<file path="config.mk">
export PLATFORM = sky130hd
export DESIGN_NAME = ycfsm_sync
export DESIGN_NICKNAME = d
export VERILOG_FILES = /design/src/rtl/ycfsm_sync.sv
export SDC_FILE = /design/constraint.sdc
export NUM_CORES = 1
export LEC_CHECK = 0
export CAP_MARGIN = 25
export CORE_AREA = 2 2 39 41
export CTS_BUF_LIST = sky130_fd_sc_hd__clkbuf_2 sky130_fd_sc_hd__clkbuf_4 sky130_fd_sc_hd__clkbuf_8
export DETAILED_ROUTE_END_ITERATION = 6
export DIE_AREA = 0 0 41 43
export PLACE_DENSITY_LB_ADDON = 0.08
export SLEW_MARGIN = 20
export SYNTH_ARGS = -nofsm -noshare
export SYNTH_HDL_FRONTEND = slang
export SYNTH_SLANG_ARGS = --single-unit
</file>
<file path="constraint.sdc">
create_clock -name clk -period 1.84 [get_ports clk]
set_input_delay 0.46 -clock clk [delete_from_list [all_inputs] [get_ports clk]]
set_output_delay 0.46 -clock clk [all_outputs]
set_load 0.02 [all_outputs]
</file>
<file path="src/rtl/ycfsm_sync.sv">
// ycfsm_sync: per-cell token latch for a Morphle Logic y-cell.
// It captures one dual-rail input token and one dual-rail match token and
// presents their AND on `out`. The result is held until both upstream inputs
// return to a not-valid code, and then both latches clear together.
module ycfsm_sync (
  input  logic       clk,
  input  logic       reset_n,
  input  logic [1:0] in,
  input  logic [1:0] match,
  output logic [1:0] out
);

  typedef enum logic [1:0] {
    VEMPTY = 2'b00,
    V0     = 2'b01,
    V1     = 2'b10
  } tok_e;

  tok_e lin;
  tok_e lmatch;
  tok_e lin_nxt;
  tok_e lmatch_nxt;

  // Only V0/V1 are tokens. 2'b11 is treated like empty, so it is never latched.
  function automatic logic is_valid(input logic [1:0] t);
    return (t == V0) || (t == V1);
  endfunction

  // AND of two dual-rail tokens. The result is empty unless both are present.
  function automatic tok_e combine(input tok_e a, input tok_e b);
    if (!is_valid(a) || !is_valid(b)) begin
      return VEMPTY;
    end else if ((a == V1) && (b == V1)) begin
      return V1;
    end else begin
      return V0;
    end
  endfunction

  // Next token state. A clear needs both inputs to be not valid, so a clear
  // and a load can never happen on the same edge. A held token ignores any
  // later change on its input.
  always_comb begin
    lin_nxt    = lin;
    lmatch_nxt = lmatch;
    if (is_valid(lin) && is_valid(lmatch) && !is_valid(in) && !is_valid(match)) begin
      lin_nxt    = VEMPTY;
      lmatch_nxt = VEMPTY;
    end else begin
      if (!is_valid(lin) && is_valid(in)) begin
        lin_nxt = tok_e'(in);
      end
      if (!is_valid(lmatch) && is_valid(match)) begin
        lmatch_nxt = tok_e'(match);
      end
    end
  end

  // Token latches and registered result. `out` is computed from the next
  // register values, so after every edge it equals combine(lin, lmatch).
  // There is no path from the live inputs to `out`.
  always_ff @(posedge clk or negedge reset_n) begin
    if (!reset_n) begin
      lin    <= VEMPTY;
      lmatch <= VEMPTY;
      out    <= VEMPTY;
    end else begin
      lin    <= lin_nxt;
      lmatch <= lmatch_nxt;
      out    <= combine(lin_nxt, lmatch_nxt);
    end
  end

endmodule

</file>
==> summary.md, run 1 <==
| Metric | Value |
|---|---|
| Status | complete, no violations |
| Remaining DRCs | 0 |
| R2R depth | 5 |
| RePlAce Congestion | 0.658 |
| I/O Buffers | 7 |
| Hold Path Class | input pin to async pin |
| Final Setup Violations | 0 |
| # hold bufs at CTS | 0 |
| RSZ-0062 raised after global routing | no |
| Tightest Pin Transition | 0.297 ns |
| Hold slack | 0.451 ns |
| Worst slack at placement | -0.340 ns |
| Fin. Hold Viols | 0 |
| Clock Path Buffers | 2 |
| Clk_lat worst skew | 0.24 ns |
| Antenna viol nets, final | 0 |
| Final WL | 763 µm |
| Critical Path AT | 1.89 ns |
| CP Capture Type | flop |
| Syn Inst Count | 38 |
| Layout Skew | 0.00462 ns |
| Pwr/cell area | 1310 nW/µm² |
| Fin crit share | 94.4% |
| Syn_nets | 46 |
| Max Slew Vio Count | 0 |
| Vias | 337 |
| CP required | 1.99 ns |
| Largest cells by area after synthesis | dfrtp_1 (40%), nand2b_1 (8.3%), ha_1 (6.6%), o22a_1 (4.6%), xor2_1 (4.6%) |
| Layout cells sized above 1 | 35.8% |
| Core area | 1380 µm² |
| Final HPWL DP | 613 µm |
| DR pass1 iterations | 3 |
| FF-to-FF setup slack | 0.16 ns |
| Largest net degree at the start of global routing | 7 |
| GRT overflow | 0 |
| CP startpoint kind | input pin |
| Post-synth EDFFs | 0 |
| Register bit total from synthesis | 6 |
| Leak | 0.243 nW |
| Nets@finish | 63 |
| Count of clock tree sinks | 6 |
| Max VDD drop | 674 µV |
| Number of global-route vias before repair | 339 |
| TritonCTS clock tree | built |
| Relative slew slack | 80.2% |
| Initial antenna violation count | 0 |
| Chip width | 41 µm |
| Yosys warnings | 0 |
| Synth area leader | dfrtp_1 |
| Root Driver | clkbuf_4 |
| First-pass GRT wire length | 1400 µm |
| Antenna Cells | 0 |
| Chip Height | 43 µm |
| Syn-to-layout area delta | 52.1% |
| IO Pins | 8 |
| # rows | 14 |
| Routed WL per cell | 11.1 µm |
| Top cells by count, synth | dfrtp_1 (6), nand2b_1 (5), nand2_1 (3), o21ai_1 (3) |
| Primary FF master, synth | dfrtp_1 |
| Clock-pin slew on the worst setup and hold paths | 0.05 ns |
| Worst reg2reg path endpoint | out[0] |
| All-Layer GR Usage | 11.9% |
| Initial Utilization | 27.4% |
| Most frequent cell after synthesis | dfrtp_1 |
| Total CTS buffers | 3 |
| Register area share after synthesis | 39.6% |
| Post-synth ARST share | 100% |
| Worst setup path class | input pin to flop |
| First DRT Iteration DRCs | 5 |
| Die area | 1760 µm² |
| Fmax | 576 MHz |
| CP max FO | 3 |
| Vias per cell | 4.88 |
| Mapped Area | 379 µm² |
| Final worst path period need | 1.74 ns |
| Unique masters post-synth | 21 |
| Avg Inst Size Synth | 9.98 µm² |
| Final worst slack | 0.103 ns |
| Max cap viols | 0 |
| Synth top area share | 39.6% |
| R2r startpoint | lmatch[1] |
| H-Tree Depth | 1 |
logic make-up (layout without fill, tap and decap cells):
kind of cell	Yosys count	count (layout)	share of synthesized area, %
DFF	6	6	39.6
and+or+nand+nor	14	14	23.1
xor gates and xnor gates	3	3	6.93
buffers and inverters	1	16	0.989
adders and majority gates	2	2	6.60
AOI/OAI and AO/OA	12	12	22.8
how the worst max path moves through the flow:
stage / from / endpoint / slack, ns / cells past startpoint
2_1_floorplan: match[1] / out[0] / 0.31 / 5
3_3_place_gp: match[1] / out[0] / -0.29 / 6
3_5_place_dp: match[1] / out[0] / -0.34 / 6
4_1_cts: in[0] / out[1] / 0.007 / 6
5_1_grt: match[0] / out[0] / 0.03 / 6
6_report: match[0] / out[0] / 0.10 / 6
layout make-up:
| type | count | area, µm² |
|---|---|---|
| multi-input cells | 31 | 274 |
| clock buffers | 3 | 22.5 |
| well taps | 16 | 20.0 |
| inverters | 1 | 3.75 |
| fillers | 145 | 807 |
| repair buffers | 12 | 106 |
| flip-flops and latches | 6 | 150 |
metal layers:
metal  up-vias  global-route usage (%)  part of all wire (%)  wire length [µm]
li1        165                       -                     -                 -
met1       162                    13.5                    42               324
met2         8                    17.5                    52               395
met3         2                    4.71                   3.8                29
met4         0                    8.00                   1.8                14
met5         -                       0                     0                 0
sequential cells by signal, summed over array words and instances, names as in the netlist:
name / flops
lin: 2
lmatch: 2
out: 2
where the power goes:
group | internal [mW] | switching, mW | leakage (nW)
sequential | 0.183 | 0.0547 | 0.0753
combinational | 0.199 | 0.199 | 0.154
clock | 0.0737 | 0.0458 | 0.0138
critical path, stage by stage:
cell	delay, ns
dlygate4sd2_1	0.27
xor2_2	0.20
a211oi_2	0.31
o21a_1	0.23
ha_4	0.22
a211oi_2	0.19
placed cells by master (no fill, tap or decap):
| master | netlist | final |
|---|---|---|
| dfrtp_1 | 6 | 6 |
| nand2b_1 | 5 | 5 |
| buf_4 | 0 | 5 |
| o21ai_1 | 3 | 3 |
| nand2_1 | 3 | 3 |
| clkbuf_4 | 0 | 3 |
| dlygate4sd2_1 | 0 | 3 |
| clkdlybuf4s50_1 | 0 | 3 |
| xor2_2 | 0 | 2 |
| nor3_2 | 1 | 2 |
| o22a_1 | 2 | 2 |
| a211oi_2 | 1 | 2 |
| o21a_1 | 2 | 2 |
| xnor2_1 | 1 | 1 |
| nor3b_2 | 0 | 1 |
| a31oi_1 | 1 | 1 |
| and2b_2 | 1 | 1 |
| nor2b_2 | 0 | 1 |
| inv_1 | 1 | 1 |
| nand3b_1 | 1 | 1 |
| o211ai_1 | 1 | 1 |
| a21oi_2 | 0 | 1 |
| ha_4 | 0 | 1 |
| ha_1 | 2 | 1 |
| dlymetal6s2s_1 | 0 | 1 |
stage by stage:
stage	setup TNS (ns)	util, %	cell area [µm²]	cells	total power [mW]
2_1_floorplan	0	-	379	38	0.462
3_3_place_gp	-0.553	36.1	499	65	0.546
3_5_place_dp	-0.614	36.1	499	65	0.560
4_1_cts	0	40.1	554	69	0.726
5_1_grt	0	41.7	577	69	0.839
6_report	0	41.7	577	69	0.756
what timing repair did:
action,in CTS,in global routing
setup buffers,1,0
setup endpoints to repair,2,2
resized for setup,8,4
pin swaps,5,5
hold endpoints to repair,0,0
No activity file was read; power rests on OpenSTA's default activity.
==> inputs of run 2 (changes only) <==
--- a/config.mk
+++ b/config.mk
@@ -5,7 +5,8 @@
 export SDC_FILE = /design/constraint.sdc
 export NUM_CORES = 1
 export LEC_CHECK = 0
-export CAP_MARGIN = 25
+export CELL_PAD_IN_SITES_DETAIL_PLACEMENT = 0
+export CELL_PAD_IN_SITES_GLOBAL_PLACEMENT = 1
 export CORE_AREA = 2 2 39 41
 export CTS_BUF_LIST = sky130_fd_sc_hd__clkbuf_2 sky130_fd_sc_hd__clkbuf_4 sky130_fd_sc_hd__clkbuf_8
 export DETAILED_ROUTE_END_ITERATION = 6
==> summary.md, run 2 (same netlist as run 1, synthesis figures left out) <==
| Metric | Value |
|---|---|
| CP max-delay cell | ha_1 |
| Number of global-route vias before repair | 294 |
| Syn-to-layout area delta | 48.2% |
| Count of clock tree sinks | 6 |
| Die area | 1760 µm² |
| First DRT Iteration DRCs | 0 |
| # fillers | 147 |
| Final WL | 718 µm |
| Fin util | 40.6% |
| Placed Instances | 63 |
| Internal power | 0.459 mW |
| Worst setup path class | input pin to flop |
| Antenna Cells | 0 |
| Final instance area | 562 µm² |
| DR pass1 iterations | 1 |
| Clock Path Buffers | 2 |
| CP startpoint kind | input pin |
| Root Driver | clkbuf_4 |
| Power share of the combinational group | 53.6% |
| Layout cells sized above 1 | 29.4% |
| Seq pwr share | 30.9% |
| Commonest non-fill, non-tap cells in the layout | dfrtp_1 (6), nand2b_1 (5) |
| Top Registers | lin x2, lmatch x2, out x2 |
| Hold slack | 0.459 ns |
| Hold Path Class | input pin to async pin |
| Initial Utilization | 27.4% |
| Initial antenna violation count | 0 |
| Chip Height | 43 µm |
| Commonest non-fill, non-tap cell in the layout | dfrtp_1 |
| Pwr/cell area | 1350 nW/µm² |
| R2R depth | 5 |
| Max Slew Vio Count | 0 |
| Worst reg2reg path endpoint | out[1] |
| TritonCTS clock tree | built |
| Routed WL per cell | 10.7 µm |
| Vias per cell | 4.81 |
| FF/Latch Area | 150 µm² |
| Clock Power Share | 15.5% |
| Remaining DRCs | 0 |
| H-Tree Depth | 1 |
| Leak | 0.230 nW |
| Max cap viols | 0 |
| GRT overflow | 0 |
| FF-to-FF setup slack | 0.27 ns |
| Chip width | 41 µm |
| CP Capture Type | flop |
| Clock-pin slew on the worst setup and hold paths | 0.05 ns |
| Layout Skew | 0.00563 ns |
| # rows | 14 |
| I/O Buffers | 7 |
| # hold bufs at CTS | 0 |
| Core area | 1380 µm² |
| Max VDD drop | 628 µV |
| Fmax | 613 MHz |
| Tightest Pin Transition | 0.269 ns |
| CP required | 2.00 ns |
| R2r startpoint | lmatch[0] |
| Status | complete, no violations |
| CP max FO | 4 |
| Relative slew slack | 82.0% |
| All-Layer GR Usage | 10.2% |
| Final HPWL DP | 568 µm |
| RePlAce Congestion | 0.636 |
| IO Pins | 8 |
| DP Area | 484 µm² |
| Final Setup Violations | 0 |
| Antenna viol nets, final | 0 |
| Finished Layout Cells | 67 |
| First-pass GRT wire length | 1190 µm |
| Clk_lat worst skew | 0.24 ns |
| Total CTS buffers | 3 |
| Critical Path AT | 1.79 ns |
| RSZ-0062 raised after global routing | no |
| Crit-path cells | dlygate4sd2_1 -> xor2_2 -> nor3_2 -> o21a_1 -> ha_1 -> a211oi_2 |
| Largest net degree at the start of global routing | 7 |
| Fin. Hold Viols | 0 |
| Switching fraction of total power | 39.3% |
| Delay of the slowest critical-path stage | 0.33 ns |
| Nets@finish | 61 |
| Multi-input logic area | 274 µm² |
| Sw power | 0.297 mW |
| Fin crit share | 88.7% |
| Final worst path period need | 1.63 ns |
| Vias | 322 |
## run 2: cell types whose count changed in the layout (fill, tap and decap cells not counted), sizes merged
cell / delta
buf: -2
## run 2: critical path: cells and delay by family
family / cells / cell delay, ns
simple gates: 1 / 0.08
buf+inv: 1 / 0.28
fa+ha+maj: 1 / 0.33
compound gates: 2 / 0.38
xor+xnor: 1 / 0.26
## run 2: worst max-delay path by stage
stage	start	to	slack, ns	depth (start not counted)
floorplan	match[1]	out[0]	0.31	5
global placement	match[1]	out[0]	-0.32	6
detailed placement	match[1]	out[1]	-0.35	6
CTS	in[0]	out[1]	0.0008	6
global route	match[1]	out[0]	0.12	6
finish	match[0]	out[0]	0.21	6
## run 2: cell type report
cell class                 instances  share of cell area [%]
clock buffer                       3                    4.01
timing repair buffer              10                    16.3
multi-input combinational         31                    48.8
inverter                           1                   0.668
tap                               16                    3.56
sequential                         6                    26.7
## run 2: power groups by stage
stage / clock network, mW / registers, mW / logic, mW
floorplan: 0 / 0.238 / 0.224
global placement: 0 / 0.230 / 0.316
detailed placement: 0 / 0.236 / 0.318
CTS: 0.124 / 0.233 / 0.396
global route: 0.132 / 0.241 / 0.459
finish: 0.117 / 0.234 / 0.405
## run 2: layer usage
layer	global-route usage, %	up-vias	wire, µm	part of all wire (%)
met1	14.1	155	345	48
met5	0	-	0	0
li1	-	163	-	-
met3	3.14	0	19	2.6
met4	8.00	0	0	0
met2	12.5	4	353	49
## run 2: metrics by stage
stage                     worst slack (ns)  power (mW)  setup TNS (ns)
final                                0.207       0.756               0
after global routing                 0.122       0.831               0
after CTS                         0.000778       0.753               0
after detailed placement            -0.350       0.554          -0.690
after global placement              -0.315       0.546          -0.617
after floorplan                      0.314       0.462               0
## run 2: timing repair
action	in CTS	in global routing
resized for setup	9	2
endpoints found under the setup margin	2	2
gates cloned	0	0
setup buffers	1	0
pin swaps	3	1
==> inputs of run 3 (changes only) <==
--- a/config.mk
+++ b/config.mk
@@ -5,12 +5,14 @@
 export SDC_FILE = /design/constraint.sdc
 export NUM_CORES = 1
 export LEC_CHECK = 0
+export ABC_CLOCK_PERIOD_IN_PS = 1840
 export CELL_PAD_IN_SITES_DETAIL_PLACEMENT = 0
 export CELL_PAD_IN_SITES_GLOBAL_PLACEMENT = 1
 export CORE_AREA = 2 2 39 41
 export CTS_BUF_LIST = sky130_fd_sc_hd__clkbuf_2 sky130_fd_sc_hd__clkbuf_4 sky130_fd_sc_hd__clkbuf_8
 export DETAILED_ROUTE_END_ITERATION = 6
 export DIE_AREA = 0 0 41 43
+export GPL_ROUTABILITY_DRIVEN = 0
 export PLACE_DENSITY_LB_ADDON = 0.08
 export SLEW_MARGIN = 20
 export SYNTH_ARGS = -nofsm -noshare
==> results of run 3 <==
Final layout, timing and power as in run 2 (identical DEF).
